**src/rtl/clock_rate_sequencer.sv**
```systemverilog
// -----------------------------------------------------------------------------
// clock_rate_sequencer
//
// Purpose:
//   Sequencer for the board's mod-k divider/blink datapath. A single shared
//   tick counter runs modulo one of three divisors (DIV0/DIV1/DIV2). A
//   requester picks the active divisor through a req/ack handshake. A new
//   divisor only takes effect on a rollover boundary, so tick spacing never
//   shrinks and the LED square wave never glitches.
//
// Ports:
//   clk      in   1  system clock
//   reset    in   1  synchronous, active-high reset
//   en       in   1  1 = counter runs; 0 = counter held at 0, LED held
//   sel      in   2  requested rate index 0..2; 3 is invalid
//   req      in   1  rate-change request (level, held until ack)
//   step     in   1  single-step pulse (only with SINGLE_STEP_EN defined)
//   ack      out  1  one-cycle pulse: request accepted
//   err      out  1  one-cycle pulse together with ack when sel was 3
//   busy     out  1  a rate change is waiting for the next rollover
//   cur_sel  out  2  index of the divisor currently in use
//   tick     out  1  one-cycle pulse on the last count of a period
//   led      out  1  toggles on every tick
//
// Build option:
//   SINGLE_STEP_EN  adds the `step` input; a step pulse while idle produces
//                   one tick (and LED toggle) on the following cycle.
// -----------------------------------------------------------------------------
module clock_rate_sequencer #(
  parameter int          W    = 28,
  parameter int unsigned DIV0 = 2_500_000,
  parameter int unsigned DIV1 = 25_000_000,
  parameter int unsigned DIV2 = 250_000_000
) (
  input  logic       clk,
  input  logic       reset,
  input  logic       en,
  input  logic [1:0] sel,
  input  logic       req,
`ifdef SINGLE_STEP_EN
  input  logic       step,
`endif
  output logic       ack,
  output logic       err,
  output logic       busy,
  output logic [1:0] cur_sel,
  output logic       tick,
  output logic       led
);

  localparam logic [1:0] ST_IDLE     = 2'd0;
  localparam logic [1:0] ST_RUN      = 2'd1;
  localparam logic [1:0] ST_PEND     = 2'd2;
  localparam logic [1:0] SEL_INVALID = 2'd3;
  localparam int         NUM_RATES   = 3;

  // Terminal count of each rate, pre-truncated to the counter width so the
  // rollover compare is done entirely at width W.
  localparam logic [NUM_RATES-1:0][W-1:0] TERM_COUNT = {
    W'(DIV2 - 1), W'(DIV1 - 1), W'(DIV0 - 1)
  };

  logic [1:0]   state_reg, state_next;
  logic [W-1:0] count_reg, count_next;
  logic [1:0]   cur_sel_reg, cur_sel_next;
  logic [1:0]   pend_sel_reg, pend_sel_next;
  logic         led_reg, led_next;
  logic         ack_reg, ack_next;
  logic         err_reg, err_next;
  logic         ack_dly_reg;
  logic         armed_reg;

  logic [3:0]   term_hit;
  logic         at_term;
  logic [W-1:0] count_wrap;
  logic         run_tick;
  logic         req_take;
  logic         req_valid;

  // One comparator per rate; the active one is picked by cur_sel. Index 3
  // never holds a divisor, so it never reports a terminal count.
  genvar gi;
  generate
    for (gi = 0; gi < NUM_RATES; gi = gi + 1) begin : g_term
      assign term_hit[gi] = (count_reg == TERM_COUNT[gi]);
    end
  endgenerate
  assign term_hit[3] = 1'b0;

  assign at_term    = term_hit[cur_sel_reg];
  assign count_wrap = at_term ? '0 : count_reg + W'(1);

  // Ticks come only from a running counter; dropping en suppresses a tick
  // in the same cycle so the LED holds its level while disabled.
  assign run_tick = en && (state_reg != ST_IDLE) && at_term;

`ifdef SINGLE_STEP_EN
  logic step_tick_reg;

  // A step seen while idle and disabled turns into a single tick one cycle
  // later; the counter itself stays at 0.
  always_ff @(posedge clk) begin
    if (reset) begin
      step_tick_reg <= 1'b0;
    end else begin
      step_tick_reg <= step && !en && (state_reg == ST_IDLE);
    end
  end

  assign tick = run_tick | step_tick_reg;
`else
  assign tick = run_tick;
`endif

  // A request is taken only when:
  //  - no change is already pending,
  //  - it is not the tail of the previous request (req is blocked in the ack
  //    cycle and the one after, so a requester dropping req after seeing ack
  //    gets exactly one ack),
  //  - req has been seen low at least once since reset, so a level held
  //    across reset is not mistaken for a fresh request.
  assign req_take  = req && armed_reg && !ack_reg && !ack_dly_reg &&
                     (state_reg != ST_PEND);
  assign req_valid = req_take && (sel != SEL_INVALID);

  always_comb begin
    state_next    = state_reg;
    count_next    = count_reg;
    cur_sel_next  = cur_sel_reg;
    pend_sel_next = pend_sel_reg;
    led_next      = led_reg;
    ack_next      = req_take;
    err_next      = req_take && (sel == SEL_INVALID);

    if (tick) begin
      led_next = ~led_reg;
    end

    case (state_reg)
      ST_IDLE: begin
        // Count is parked at 0 here; when enabled, this cycle is the first
        // count of the period, so the counter advances as it enters RUN.
        if (req_valid) begin
          cur_sel_next = sel;
          count_next   = '0;
        end else if (en) begin
          count_next = count_wrap;
        end
        if (en) begin
          state_next = ST_RUN;
        end
      end

      ST_RUN: begin
        if (!en) begin
          // Nothing to wait for once the counter stops: apply directly.
          state_next = ST_IDLE;
          count_next = '0;
          if (req_valid) begin
            cur_sel_next = sel;
          end
        end else begin
          count_next = count_wrap;
          if (req_valid) begin
            pend_sel_next = sel;
            state_next    = ST_PEND;
          end
        end
      end

      ST_PEND: begin
        if (!en) begin
          cur_sel_next = pend_sel_reg;
          count_next   = '0;
          state_next   = ST_IDLE;
        end else if (run_tick) begin
          // Old period has just completed: the switch restarts the count so
          // the first tick at the new rate is a full new period away.
          cur_sel_next = pend_sel_reg;
          count_next   = '0;
          state_next   = ST_RUN;
        end else begin
          count_next = count_wrap;
        end
      end

      default: begin
        state_next = ST_IDLE;
        count_next = '0;
      end
    endcase
  end

  always_ff @(posedge clk) begin
    if (reset) begin
      state_reg    <= ST_IDLE;
      count_reg    <= '0;
      cur_sel_reg  <= 2'd0;
      pend_sel_reg <= 2'd0;
      led_reg      <= 1'b0;
      ack_reg      <= 1'b0;
      err_reg      <= 1'b0;
      ack_dly_reg  <= 1'b0;
      armed_reg    <= 1'b0;
    end else begin
      state_reg    <= state_next;
      count_reg    <= count_next;
      cur_sel_reg  <= cur_sel_next;
      pend_sel_reg <= pend_sel_next;
      led_reg      <= led_next;
      ack_reg      <= ack_next;
      err_reg      <= err_next;
      ack_dly_reg  <= ack_reg;
      armed_reg    <= armed_reg | ~req;
    end
  end

  assign ack     = ack_reg;
  assign err     = err_reg;
  assign busy    = (state_reg == ST_PEND);
  assign cur_sel = cur_sel_reg;
  assign led     = led_reg;

endmodule

```
**config.mk**
```make
export PLATFORM = sky130hd
export DESIGN_NAME = clock_rate_sequencer
export DESIGN_NICKNAME = d
export VERILOG_FILES = /design/src/rtl/clock_rate_sequencer.sv
export SDC_FILE = /design/constraint.sdc
export NUM_CORES = 1
export LEC_CHECK = 0
export ABC_AREA = 1
export CAP_MARGIN = 20
export CELL_PAD_IN_SITES_DETAIL_PLACEMENT = 1
export CELL_PAD_IN_SITES_GLOBAL_PLACEMENT = 2
export CORE_ASPECT_RATIO = 0.5
export CORE_MARGIN = 8
export CORE_UTILIZATION = 25
export DETAILED_ROUTE_END_ITERATION = 8
export GPL_TIMING_DRIVEN = 1
export HOLD_SLACK_MARGIN = 0.1
export PLACE_DENSITY = 0.74
export REMOVE_ABC_BUFFERS = 1
export SYNTH_ARGS = -nofsm -noshare
export SYNTH_HDL_FRONTEND = slang
export SYNTH_SLANG_ARGS = --single-unit
```
**constraint.sdc**
```tcl
create_clock -name clk -period 1.64 [get_ports clk]
set_input_delay 0.164 -clock clk [delete_from_list [all_inputs] [get_ports clk]]
set_output_delay 0.164 -clock clk [all_outputs]
set_load 0.03 [all_outputs]
```
# Yosys cells after proc, flatten, opt, wreduce, memory -nomap -nowiden
# Index checks and enable logic that the tools add are counted.
dict set report classes {
  addsub 1
  order_cmp 1
  eq_ne 13
  mux 20
  n_bitwise 3
  reduce_logical 16
}
# op count
set ops {}
lappend ops {{$mux W28} 6}
lappend ops {{$pmux W28 S3} 1}
lappend ops {{$add A28 B1 Y28 const B} 1}
lappend ops {{$eq A28 B22 Y1 const B} 1}
lappend ops {{$eq A28 B25 Y1 const B} 1}
lappend ops {{$eq A28 B28 Y1 const B} 1}
lappend ops {{$mux W2} 9}
lappend ops {{$pmux W2 S3} 2}
lappend ops {{$reduce_and A3 Y1} 3}
lappend ops {{$logic_and A1 B1 Y1} 8}
lappend ops {{$ne A2 B2 Y1 const B} 4}
lappend ops {{$ne A3 B3 Y1 const B} 2}
lappend ops {{$eq A2 B2 Y1 const B} 2}
lappend ops {{$lt A2 B3 Y1 const B} 1}
lappend ops {{$ne A3 B2 Y1 const B} 1}
lappend ops {{$reduce_bool A3 Y1} 1}
lappend ops {{$bmux W1 S2} 1}
lappend ops {{$eq A2 B1 Y1 const B} 1}
lappend ops {{$logic_not A1 Y1} 2}
lappend ops {{$logic_not A2 Y1} 1}
lappend ops {{$not A1 Y1} 2}
lappend ops {{$reduce_bool A2 Y1} 1}
lappend ops {{$mux W1} 1}
lappend ops {{$or A1 B1 Y1} 1}
dict set report word_totals {
  ff_bits 39
  in_bits 6
  out_inout_bits 7
  wordCells 63
}

# Logic depth before layout (Yosys ltp)
# Gate-level depths: netlist (run 1).
dict set report depth {
  ltp_word 8
  ltp_mapped 14
}

# Worst setup path after synthesis (run 1)
# No wires, ideal clock.
dict set report synth_timing {
  kind {register -> output}
  from {register cur_sel_reg[0] (netlist: cur_sel[0])}
  to {output tick}
  arrival_time_ps 1741
  t_required_ps 1476
  slack_ps -265
  path_stages_with_launch 9
  path_buffers 0
  cell_sequence {dfxtp_1 > inv_1 > nor2_1 > nand2_1 > nor2_1 > nand3_1 > nand2_1 > nand2_1 > a21boi_0}
}
dict set report synth_between {
  elab_chain_len 3
}
# element line
set synth_rtl {}
lappend synth_rtl {{from (decl)} 65} ;# logic [1:0] cur_sel_reg, cur_sel_next;
lappend synth_rtl {{from (signal assigned)} 208} ;# cur_sel_reg <= cur_sel_next;
lappend synth_rtl {{$bmux W1 S2} 90} ;# assign at_term = term_hit[cur_sel_reg];
lappend synth_rtl {{$mux W1 (implied by the code)} 90}
lappend synth_rtl {{$logic_and A1 B1 Y1} 95} ;# assign run_tick = en && (state_reg != ST_IDLE) && at_term;
lappend synth_rtl {{to (decl)} 47} ;# output logic tick,
# No other way between the ends. The select of a mux whose other input is x is not followed.

# Worst setup path after layout (run 1)
dict set report layout_timing {
  from {register count_reg[7]}
  to {output tick}
}
dict set report layout_between {
  elab_chain_len 4
  word_cells_on_any_way 6
  classes_between {3 x eq/ne; 2 x mux; 1 x reduce/logical}
}
# element line
set layout_rtl {}
lappend layout_rtl {{from (decl)} 64} ;# logic [W-1:0] count_reg, count_next;
lappend layout_rtl {{from (signal assigned)} 207} ;# count_reg <= count_next;
lappend layout_rtl {{$eq A28 B22 Y1 (tied with other cells)} 85} ;# assign term_hit[gi] = (count_reg == TERM_COUNT[gi]);
lappend layout_rtl {{$bmux W1 S2 *} 90}
lappend layout_rtl {{$mux W1 (implied by the code) *} 90}
lappend layout_rtl {{$logic_and A1 B1 Y1 *} 95}
# Every way passes the cells marked *; elsewhere a longest branch is shown, timed or not. The select of a mux whose other input is x is not followed.

==> results.md, run 1 <==
- Slew @ Worst Pin: approximately 770 ps
- MaxCap Viol Count: 0
- Worst setup margin: -200.1 ps
- Avg Cell Area, Syn: between 6 and 7 sq um
- Failing checks: negative setup slack
- Total Die Area: between 10000 and 15000 sq um
- Flip-flop and latch area: 842.1 sq um
- Global-route wire length before repair: roughly 17 mm
- Clock Latency Late Sink: ~290 ps
- Worst Path Arrival: approximately 1700 ps
- Max Clock Skew: approximately 11 ps
- Cells after synthesis: 407
- Largest cells by area after synthesis: dfxtp_1 31%, nor2_1 14%, nand2_1 14%
- Pwr Density: about 530 nW/um^2
- Synth warnings: 0
- Initial Util: 0.2607
- All-layer global routing usage: 0.1635
- Hpwl dp: between 8 and 9 mm
- Worst R2R Path Depth: 11
- #FFs+latches synth: 39
- Root Buffer: clkbuf_16
- Final Cycle Share: 1.122
- GRT Residual Overflow: 0
- Maximum vdd drop: approximately 0.32 mV
- Top post-synthesis cells by count: 93 x nor2_1, 91 x nand2_1, 47 x inv_1, 39 x dfxtp_1, 36 x nand3_1
- Synthesized area: between 2000 and 2500 sq um
- Fill cells: between 1000 and 1500
- RR Endpoint: count_reg[5]
- Sink Count: 39
- Hold Path Origin: armed_reg
- CTS tree: yes
- Min-Delay Endpoint: armed_reg
- Clock tree buffer depth: 2
- Top cell type's share of synthesized area: 0.3129
- 1st-iter DRT viols: 184
- # diodes: 0
- Initial antenna violation count: 0
- DRC viols: 0
- Rel. slew slack: 0.4845
- Critical Path Source Type: flip-flop
- Hold Vio Cnt, Final: 0
- Clock-pin transition on the worst setup and hold timing paths: around 60 ps
- Post-synth ARST share: 0
- Max FO, Critical Path: 3
- Placed inst area: roughly 3500 sq um
- GPL Wtd Cong: between 0.8 and 0.9
- Leakage power figure: around 1.8 nW
- Die W: 157.3 microns
- Vias: between 3000 and 4000
- Final non-filler cell area: 4467 sq um
- Seq/Total Area, Yosys: 0.3129
- Wire per inst: roughly 18 microns
- CTS buffer count: 5
- Reg2Reg Setup Slack: -150 ps
- RSZ-0062 raised after global routing: true
- EDFF count, synth: 0
- H-tree depth: 2
- Multi-input gate area: between 2000 and 2500 sq um
- Max reg flops: 28
- Netlist cell types: 32
- Vias per Instance: 4.723
- Pwr Total: 2.365 mW
- Hold Path Class: flip-flop to flip-flop
- Vias in the first global route: ~3200
- Fmax: around 540 MHz
- WP data required: ~1500 ps
- Area leader, netlist: dfxtp_1
- Post-layout net count: 540
- CP endpoint kind: output pin
- Row cnt: 25
- Dominant register cell in the synthesized netlist: dfxtp_1
- Die Ht: 86.64 microns
- Final WL: about 12 mm
- Post-route ant nets: 0
- Max Slew Vio Count: 0
- I/O Pins: 13
- Outcome: finished with violations
- Reg-to-reg startpoint: count_reg[7]
- Layout cells sized above 1: 0.5263
- Final setup fails: 28
- Setup WS pre-CTS: -216.0 ps
- CTS Hold Bufs: 0
- Largest net degree at the start of global routing: 12
- WHS Path Cells: 2
- Port Buffers: 12
- First-pass detailed-route iteration total: 4
- Total core area: 9572 sq um
- Crit path time final: about 1800 ps
- Worst Path Class, Setup: flip-flop to output pin
- Count leader, synth: nor2_1
- Layout area overhead: 79.04%
what timing repair did:
action                                  in CTS  in global routing
gates cloned                                 3                  0
pin swaps                                   18                 44
resized for setup                           67                156
buffers inserted                             4                 10
endpoints found under the setup margin      34                 34
layer usage:
layer / wire, microns / vias to the layer above / global-route usage
met5: 0 / - / 0
met4: 201 / 0 / 0.03774
met3: 393 / 18 / 0.02928
met2: 5647 / 53 / 0.2669
met1: 5446 / 1537 / 0.2191
li1: - / 1542 / -
cells by family (layout without fill, tap and decap cells):
logic type | count (synthesis) | count (layout) | share of synthesized area
xor+xnor | 10 | 10 | 0.03511
compound gates | 33 | 33 | 0.07022
flops | 39 | 39 | 0.3129
fa+ha+maj | 2 | 2 | 0.01003
simple gates | 264 | 266 | 0.4734
buf+inv | 58 | 181 | 0.09428
mux | 1 | 1 | 0.004012
power breakdown:
group          switching (mW)  internal (mW)  total [mW]
registers              0.0225          0.951       0.973
clock network           0.402          0.595       0.997
logic                   0.240          0.155       0.395
cells in the final DEF (no fill, tap or decap), types with 11 or more instances in the layout:
master,synthesis,final
buf_4,0,98
nand2_1,91,67
nor2_1,93,49
inv_1,47,38
nor2_4,2,29
nand2_2,7,26
nand3_1,36,22
nor2_2,4,21
dfxtp_2,0,16
dfxtp_1,39,12
inv_2,6,11
dfxtp_4,0,11
buf_6,2,11
stage by stage:
stage               cells  utilization  hold WS, ps  TNS (ps)
finish                667       0.4667        448.3     -2526
floorplan             402            -        233.1    -265.1
detailed placement    644       0.3613        443.5     -4895
CTS                   658       0.4064        452.7     -4815
global placement      644       0.3613        432.4     -4398
global route          667       0.4667        460.5     -5031
critical path: stages (launching register included):
cell and delay (ps):
dfxtp_4 370, nor2_1 160, nand2_2 130, nor2_2 140
nand3_2 120, nand2_2 100, nand2_4 60, a21boi_2 160
buf_6 150
worst max path at each step:
stage                     slack [ps]          start             to
after global routing            -260  count_reg[21]           tick
after global placement          -200            req  count_reg[16]
final                           -200   count_reg[7]           tick
after detailed placement        -220   count_reg[0]  count_reg[24]
after floorplan                 -270     cur_sel[0]           tick
after CTS                       -200   count_reg[9]           tick
layout make-up:
type | instances | area share
clock buffer | 6 | 0.03109
inverter | 53 | 0.04930
timing repair inverter | 1 | 0.003641
tap | 135 | 0.03782
sequential | 39 | 0.1885
clock inverter | 1 | 0.001120
multi-input combinational | 312 | 0.4717
timing repair buffer | 120 | 0.2168
(Power assumes the default switching activity.)
==> run 2: changes to the inputs <==
GPL_ROUTABILITY_DRIVEN = 0   (was default)
==> results of run 2 <==
Final layout, timing and power as in run 1 (identical DEF).
